`config.mk`:
```
export PLATFORM = sky130hd
export DESIGN_NAME = uart_tx_arbiter
export DESIGN_NICKNAME = d
export VERILOG_FILES = /design/src/rtl/uart_pkg.sv /design/src/rtl/uart_tx_arbiter_rr_picker.sv /design/src/rtl/uart_tx_arbiter.sv
export SDC_FILE = /design/constraint.sdc
export NUM_CORES = 1
export LEC_CHECK = 0
export BUFFER_PORTS_ARGS = -buffer_cell sky130_fd_sc_hd__buf_2
export CAP_MARGIN = 20
export CORE_MARGIN = 2
export CORE_UTILIZATION = 45
export CTS_CLUSTER_SIZE = 24
export DETAILED_ROUTE_END_ITERATION = 10
export GPL_ROUTABILITY_DRIVEN = 0
export PLACE_DENSITY = 0.8
export SETUP_SLACK_MARGIN = 0.2
export SYNTH_ARGS = -nofsm -noshare
export SYNTH_HDL_FRONTEND = slang
export SYNTH_SLANG_ARGS = --single-unit
```
`constraint.sdc`:
```
create_clock -name clk -period 5.6 [get_ports clk]
set_input_delay 0.84 -clock clk [delete_from_list [all_inputs] [get_ports clk]]
set_output_delay 0.84 -clock clk [all_outputs]
set_load 0.02 [all_outputs]
```
`src/rtl/uart_pkg.sv`:
```
// Shared definitions for the UART transmit path: state encodings, defaults and a
// constant clog2 helper used to size ports and counters.
package uart_pkg;

  localparam int unsigned DBIT_DEF     = 8;
  localparam int unsigned SB_TICK_DEF  = 16;
  localparam logic [7:0]  HDR_BASE_DEF = 8'hA0;

  localparam logic [2:0] S_IDLE = 3'd0;
  localparam logic [2:0] S_HDR  = 3'd1;
  localparam logic [2:0] S_SEND = 3'd2;
  localparam logic [2:0] S_WAIT = 3'd3;
  localparam logic [2:0] S_HOLD = 3'd4;

  typedef enum logic [2:0] {
    IDLE = S_IDLE,
    HDR  = S_HDR,
    SEND = S_SEND,
    WAIT = S_WAIT,
    HOLD = S_HOLD
  } arb_state_t;

  // Smallest r with 2**r >= value; clog2(1) = 0.
  function automatic int unsigned clog2(input int unsigned value);
    int unsigned r;
    r = 0;
    for (int unsigned i = 0; i < 32; i++) begin
      if ((64'd1 << i) < 64'(value)) r = i + 1;
    end
    return r;
  endfunction

endpackage

```
`src/rtl/uart_tx_arbiter_rr_picker.sv`:
```
// Combinational round-robin select: first asserted request at or after rr_ptr_i,
// wrapping modulo N with an explicit compare so non-power-of-2 N is safe.
module rr_picker
  import uart_pkg::*;
#(
  parameter  int unsigned N  = 4,
  localparam int unsigned IW = (N > 1) ? clog2(N) : 1
) (
  input  logic [N-1:0]  req_valid_i,
  input  logic [IW-1:0] rr_ptr_i,
  output logic          found_c_o,
  output logic [IW-1:0] index_c_o
);

  int unsigned idx;

  always_comb begin
    found_c_o = 1'b0;
    index_c_o = '0;
    idx       = 0;
    for (int unsigned k = 0; k < N; k++) begin
      idx = 32'(rr_ptr_i) + k;
      if (idx >= N) idx = idx - N;
      if (!found_c_o && req_valid_i[IW'(idx)]) begin
        found_c_o = 1'b1;
        index_c_o = IW'(idx);
      end
    end
  end

endmodule

```
`src/rtl/uart_tx_arbiter.sv`:
```
// Round-robin arbiter sharing one uart_tx among N byte-stream requesters, with
// packet hold, optional per-packet channel header and mid-packet idle timeout.
module uart_tx_arbiter
  import uart_pkg::*;
#(
  parameter  int unsigned     N            = 4,
  parameter  int unsigned     DBIT         = DBIT_DEF,
  parameter  bit              HDR_EN       = 1'b1,
  parameter  logic [DBIT-1:0] HDR_BASE     = DBIT'(HDR_BASE_DEF),
  parameter  int unsigned     HOLD_TIMEOUT = 1023,
  localparam int unsigned     IW           = (N > 1) ? clog2(N) : 1
) (
  input  logic              clk,
  input  logic              reset,
  input  logic [N-1:0]      req_valid,
  input  logic [N*DBIT-1:0] req_data,
  input  logic [N-1:0]      req_last,
  output logic [N-1:0]      req_ready,
  output logic              tx_start,
  output logic [DBIT-1:0]   tx_din,
  input  logic              tx_done_tick,
  output logic              busy,
  output logic [IW-1:0]     grant_id,
  output logic              timeout_err
);

  localparam int unsigned CW = clog2(HOLD_TIMEOUT + 1);

  arb_state_t      state_q;
  logic [IW-1:0]   rr_ptr_q;
  logic [IW-1:0]   grant_id_q;
  logic [CW-1:0]   hold_cnt_q;
  logic            last_flag_q;
  logic [N-1:0]    req_ready_q;
  logic            tx_start_q;
  logic [DBIT-1:0] tx_din_q;
  logic            busy_q;
  logic            timeout_err_q;

  logic            pick_found_c;
  logic [IW-1:0]   pick_idx_c;
  logic [IW-1:0]   rr_next_d;
  logic [CW:0]     hold_inc_d;
  logic [IW-1:0]   sel_idx_d;
  logic [DBIT-1:0] send_data_d;
  logic            send_last_d;
  logic [N-1:0]    send_ready_d;
  logic            owner_valid_d;

  logic [DBIT-1:0] data_arr [N];

  for (genvar g = 0; g < N; g++) begin : g_unpack
    assign data_arr[g] = req_data[g*DBIT +: DBIT];
  end

  rr_picker #(.N(N)) u_picker (
    .req_valid_i (req_valid),
    .rr_ptr_i    (rr_ptr_q),
    .found_c_o   (pick_found_c),
    .index_c_o   (pick_idx_c)
  );

  // In IDLE the byte comes from the requester being granted; otherwise from the owner.
  always_comb begin
    rr_next_d     = (grant_id_q == IW'(N - 1)) ? '0 : grant_id_q + IW'(1);
    hold_inc_d    = (CW+1)'(hold_cnt_q) + (CW+1)'(1);
    sel_idx_d     = (state_q == IDLE) ? pick_idx_c : grant_id_q;
    send_data_d   = data_arr[sel_idx_d];
    send_last_d   = req_last[sel_idx_d];
    send_ready_d  = N'(1) << sel_idx_d;
    owner_valid_d = req_valid[grant_id_q];
  end

  // Outputs are registered on the edge entering the state they belong to, so
  // tx_start/req_ready are high exactly during the HDR and SEND cycles.
  always_ff @(posedge clk) begin
    if (reset) begin
      state_q       <= IDLE;
      rr_ptr_q      <= '0;
      grant_id_q    <= '0;
      hold_cnt_q    <= '0;
      last_flag_q   <= 1'b0;
      req_ready_q   <= '0;
      tx_start_q    <= 1'b0;
      tx_din_q      <= '0;
      busy_q        <= 1'b0;
      timeout_err_q <= 1'b0;
    end else begin
      req_ready_q   <= '0;
      tx_start_q    <= 1'b0;
      tx_din_q      <= '0;
      timeout_err_q <= 1'b0;
      case (state_q)
        IDLE: begin
          if (pick_found_c) begin
            grant_id_q <= pick_idx_c;
            busy_q     <= 1'b1;
            tx_start_q <= 1'b1;
            if (HDR_EN) begin
              state_q     <= HDR;
              tx_din_q    <= HDR_BASE | DBIT'(pick_idx_c);
              last_flag_q <= 1'b0;
            end else begin
              state_q     <= SEND;
              tx_din_q    <= send_data_d;
              req_ready_q <= send_ready_d;
              last_flag_q <= send_last_d;
            end
          end
        end
        HDR:  state_q <= WAIT;
        SEND: state_q <= WAIT;
        WAIT: begin
          if (tx_done_tick) begin
            if (last_flag_q) begin
              rr_ptr_q <= rr_next_d;
              busy_q   <= 1'b0;
              state_q  <= IDLE;
            end else if (owner_valid_d) begin
              state_q     <= SEND;
              tx_start_q  <= 1'b1;
              tx_din_q    <= send_data_d;
              req_ready_q <= send_ready_d;
              last_flag_q <= send_last_d;
            end else begin
              hold_cnt_q <= '0;
              state_q    <= HOLD;
            end
          end
        end
        HOLD: begin
          if (owner_valid_d) begin
            state_q     <= SEND;
            tx_start_q  <= 1'b1;
            tx_din_q    <= send_data_d;
            req_ready_q <= send_ready_d;
            last_flag_q <= send_last_d;
          end else begin
            hold_cnt_q <= hold_inc_d[CW-1:0];
            if (hold_inc_d == (CW+1)'(HOLD_TIMEOUT)) begin
              timeout_err_q <= 1'b1;
              rr_ptr_q      <= rr_next_d;
              busy_q        <= 1'b0;
              state_q       <= IDLE;
            end
          end
        end
        default: begin
          busy_q  <= 1'b0;
          state_q <= IDLE;
        end
      endcase
    end
  end

  assign req_ready   = req_ready_q;
  assign tx_start    = tx_start_q;
  assign tx_din      = tx_din_q;
  assign busy        = busy_q;
  assign grant_id    = grant_id_q;
  assign timeout_err = timeout_err_q;

endmodule

```
==> metrics.csv <==
metric,value,unit
cts_setup_buffers,0,
dp_cells,337,
synth_seq_area_share,34.4,%
reg2reg_setup_slack,2.94,ns
p_per_area,222,nW/um^2
antenna_found_initial,0,
finalNonFillerCells,345,
finalSetupTns,0,ns
leakage,1.02,nW
fmax,0.343,GHz
relSlewSlack,28.8,%
cts_sinks,33,
rr_startpoint,state_q[2],
dpl.hpwl,3.45,mm
status,finished clean,
clock_path_buffers,2,
period_needed,2.91,ns
yosys.area_share.simple,25.8,%
hold_violations,0,
r2r-end,tx_din[1],
io_buffer_count,59,
synth_fp_nets,285,
n_antenna_cell,0,
cts-resized-gates,0,
ys_top_cells_by_area,"dfxtp_1, mux2i_1, nor2_1",
ant_nets,0,
final_nets,340,
fillers,365,
grt_pass1_wl,7.77,mm
synth_cell_type_count,46,
clock_tree.root_cell,clkbuf_8,
postSynthAreaPerCell,8.05,sq um
drive_gt1_share,25.4,%
synth_adder_area_share,1.95,%
vias,1948,
cp.arrival,3.12,ns
routed_wl,4.69,mm
core,4060,sq um
areaGrowthSynthToFinish,20.2,%
postSynth.asyncResetShare,0,%
ctsHoldBuffers,0,
ys_seq_elements,33,
drc,0,
ys_warn_count,0,
mostFrequentLayoutCells,"buf_2, dfxtp_1, nor2_1, nand2_1, mux2i_1",
min_from,busy,
fin_skew,0.00867,ns
yosysTopAreaCell,dfxtp_1,
synth_top_family_by_area,simple AND/OR/NAND/NOR gates,
end_kind,register,
grt_pass1_vias,1773,
crit_type,in -> reg,
drt_iter0_drc,111,
ir_worst_vdd,0.126,mV
syn-cell-area,1920,sq um
grt_use_total,19.6,%
synthCells,239,
initial_core_util,47.4,%
synth_top_area_share,34.4,%
grt_max_degree,26,
path_clk_slew,0.07,ns
first_pass_iters,4,
setup_viol,0,
worstSetupStartpointType,primary input,
reg2reg_depth,5,
viasPerCell,5.65,
post-route-period-util,52.0,%
dieArea,4810,sq um
final_common_cell,buf_2,
cts_buffers,5,
num_rows,23,
multi_input_area,1170,sq um
cts_tree,done,
crit_path_max_fanout,17,
synth_ff_type,dfxtp_1,
slew_violations,0,
worst_slew_pin_slew,1.07,ns
die_y,69.4,um
rsz0062_at_grt,no,
cap_violations,0,
holdPathEnd,busy,
h-tree-depth,2,
clk_latency,0.29,ns
seq_area,661,sq um
die_w,69.4,um
wl_per_cell,13.6,um
synthMuxAreaShare,12.1,%
synth_compound_area_share,19.1,%
synth-xor-area-share,1.82,%
cp_data_required_time,5.81,ns
synth_edf_count,0,
grt_remaining_overflow,0,
hold_depth,2,
ios,60,
worstHoldPathType,reg -> reg,
==> synth_stat cells, types with 2 or more instances <==
library cell	number
a21oi_1	20
a221o_1	3
a31oi_1	5
and2_1	2
and3_1	5
clkbuf_1	9
dfxtp_1	33
ha_1	3
inv_1	11
mux2i_1	21
nand2_1	21
nand2b_1	7
nand3_1	9
nand3b_1	2
nor2_1	31
nor3_1	4
nor4_1	3
o21ai_0	11
o221ai_1	2
o22a_1	2
o31ai_1	2
or2_2	3
or3_1	4
xnor2_1	4
==> worst max-delay path, stage by stage <==
cell	delay [ns]
buf_2	0.14
nor4_2	0.46
nor2_1	0.14
a22oi_2	0.86
a21oi_1	0.08
a221o_1	0.39
a221oi_2	0.22
==> power by group <==
group,switching [W],total [W],internal [W]
combinational,0.0000519,0.0000905,0.0000385
sequential,0.00000584,0.000247,0.000241
clock,0.0000902,0.000176,0.0000862
total,0.000148,0.000514,0.000366
==> worst max path at each step <==
| stage | endpoint | start | depth (start not counted) | slack, ns |
|---|---|---|---|---|
| 4_1_cts | tx_din[1] | req_valid[1] | 7 | 2.66 |
| 2_1_floorplan | tx_din[1] | req_valid[0] | 8 | 3.05 |
| 5_1_grt | tx_din[1] | req_valid[1] | 7 | 2.54 |
| 6_report | tx_din[1] | req_valid[1] | 7 | 2.69 |
| 3_5_place_dp | tx_din[1] | req_valid[1] | 7 | 2.36 |
| 3_3_place_gp | tx_din[1] | req_valid[1] | 7 | 2.45 |
==> area by class of cell <==
| class | instances | area share (%) |
|---|---|---|
| clock buffers | 6 | 3.14 |
| clock inverters | 2 | 0.433 |
| inverters | 11 | 1.79 |
| multi-input cells | 184 | 50.6 |
| flip-flops and latches | 33 | 28.6 |
| well taps | 50 | 2.71 |
| repair buffers | 59 | 12.8 |
==> routing by layer <==
| layer | global-route usage [%] | wire [um] | part of all wire [%] |
|---|---|---|---|
| met5 | 0 | 0 | 0 |
| met4 | 8.50 | 98 | 2.1 |
| met3 | 3.20 | 233 | 5.0 |
| met2 | 33.9 | 2270 | 48 |
| met1 | 24.0 | 2090 | 44 |
==> flip-flops by register name (all words and copies together) (netlist names) <==
register	flops
busy	1
grant_id	2
hold_cnt_q	10
last_flag_q	1
req_ready	4
rr_ptr_q	2
state_q	3
timeout_err	1
tx_din	8
tx_start	1
==> logic make-up after synthesis <==
kind of cell,count (synthesis)
simple gates,99
compound gates,56
flops,33
buf+inv,22
mux,22
xor+xnor,4
fa+ha+maj,3
==> through the flow <==
stage | hold WS (ns) | total power (W) | cell area (sq um) | util, % | setup WS, ns
after global routing | 0.529 | 0.000538 | 2310 | 57.0 | 2.54
final | 0.485 | 0.000514 | 2310 | 57.0 | 2.69
after global placement | 0.474 | 0.000340 | 2230 | 54.9 | 2.45
after detailed placement | 0.477 | 0.000343 | 2230 | 54.9 | 2.36
after floorplan | 0.471 | 0.000313 | 1920 | - | 3.05
after CTS | 0.490 | 0.000517 | 2310 | 57.0 | 2.66
Power figures use the tool's default switching activity.
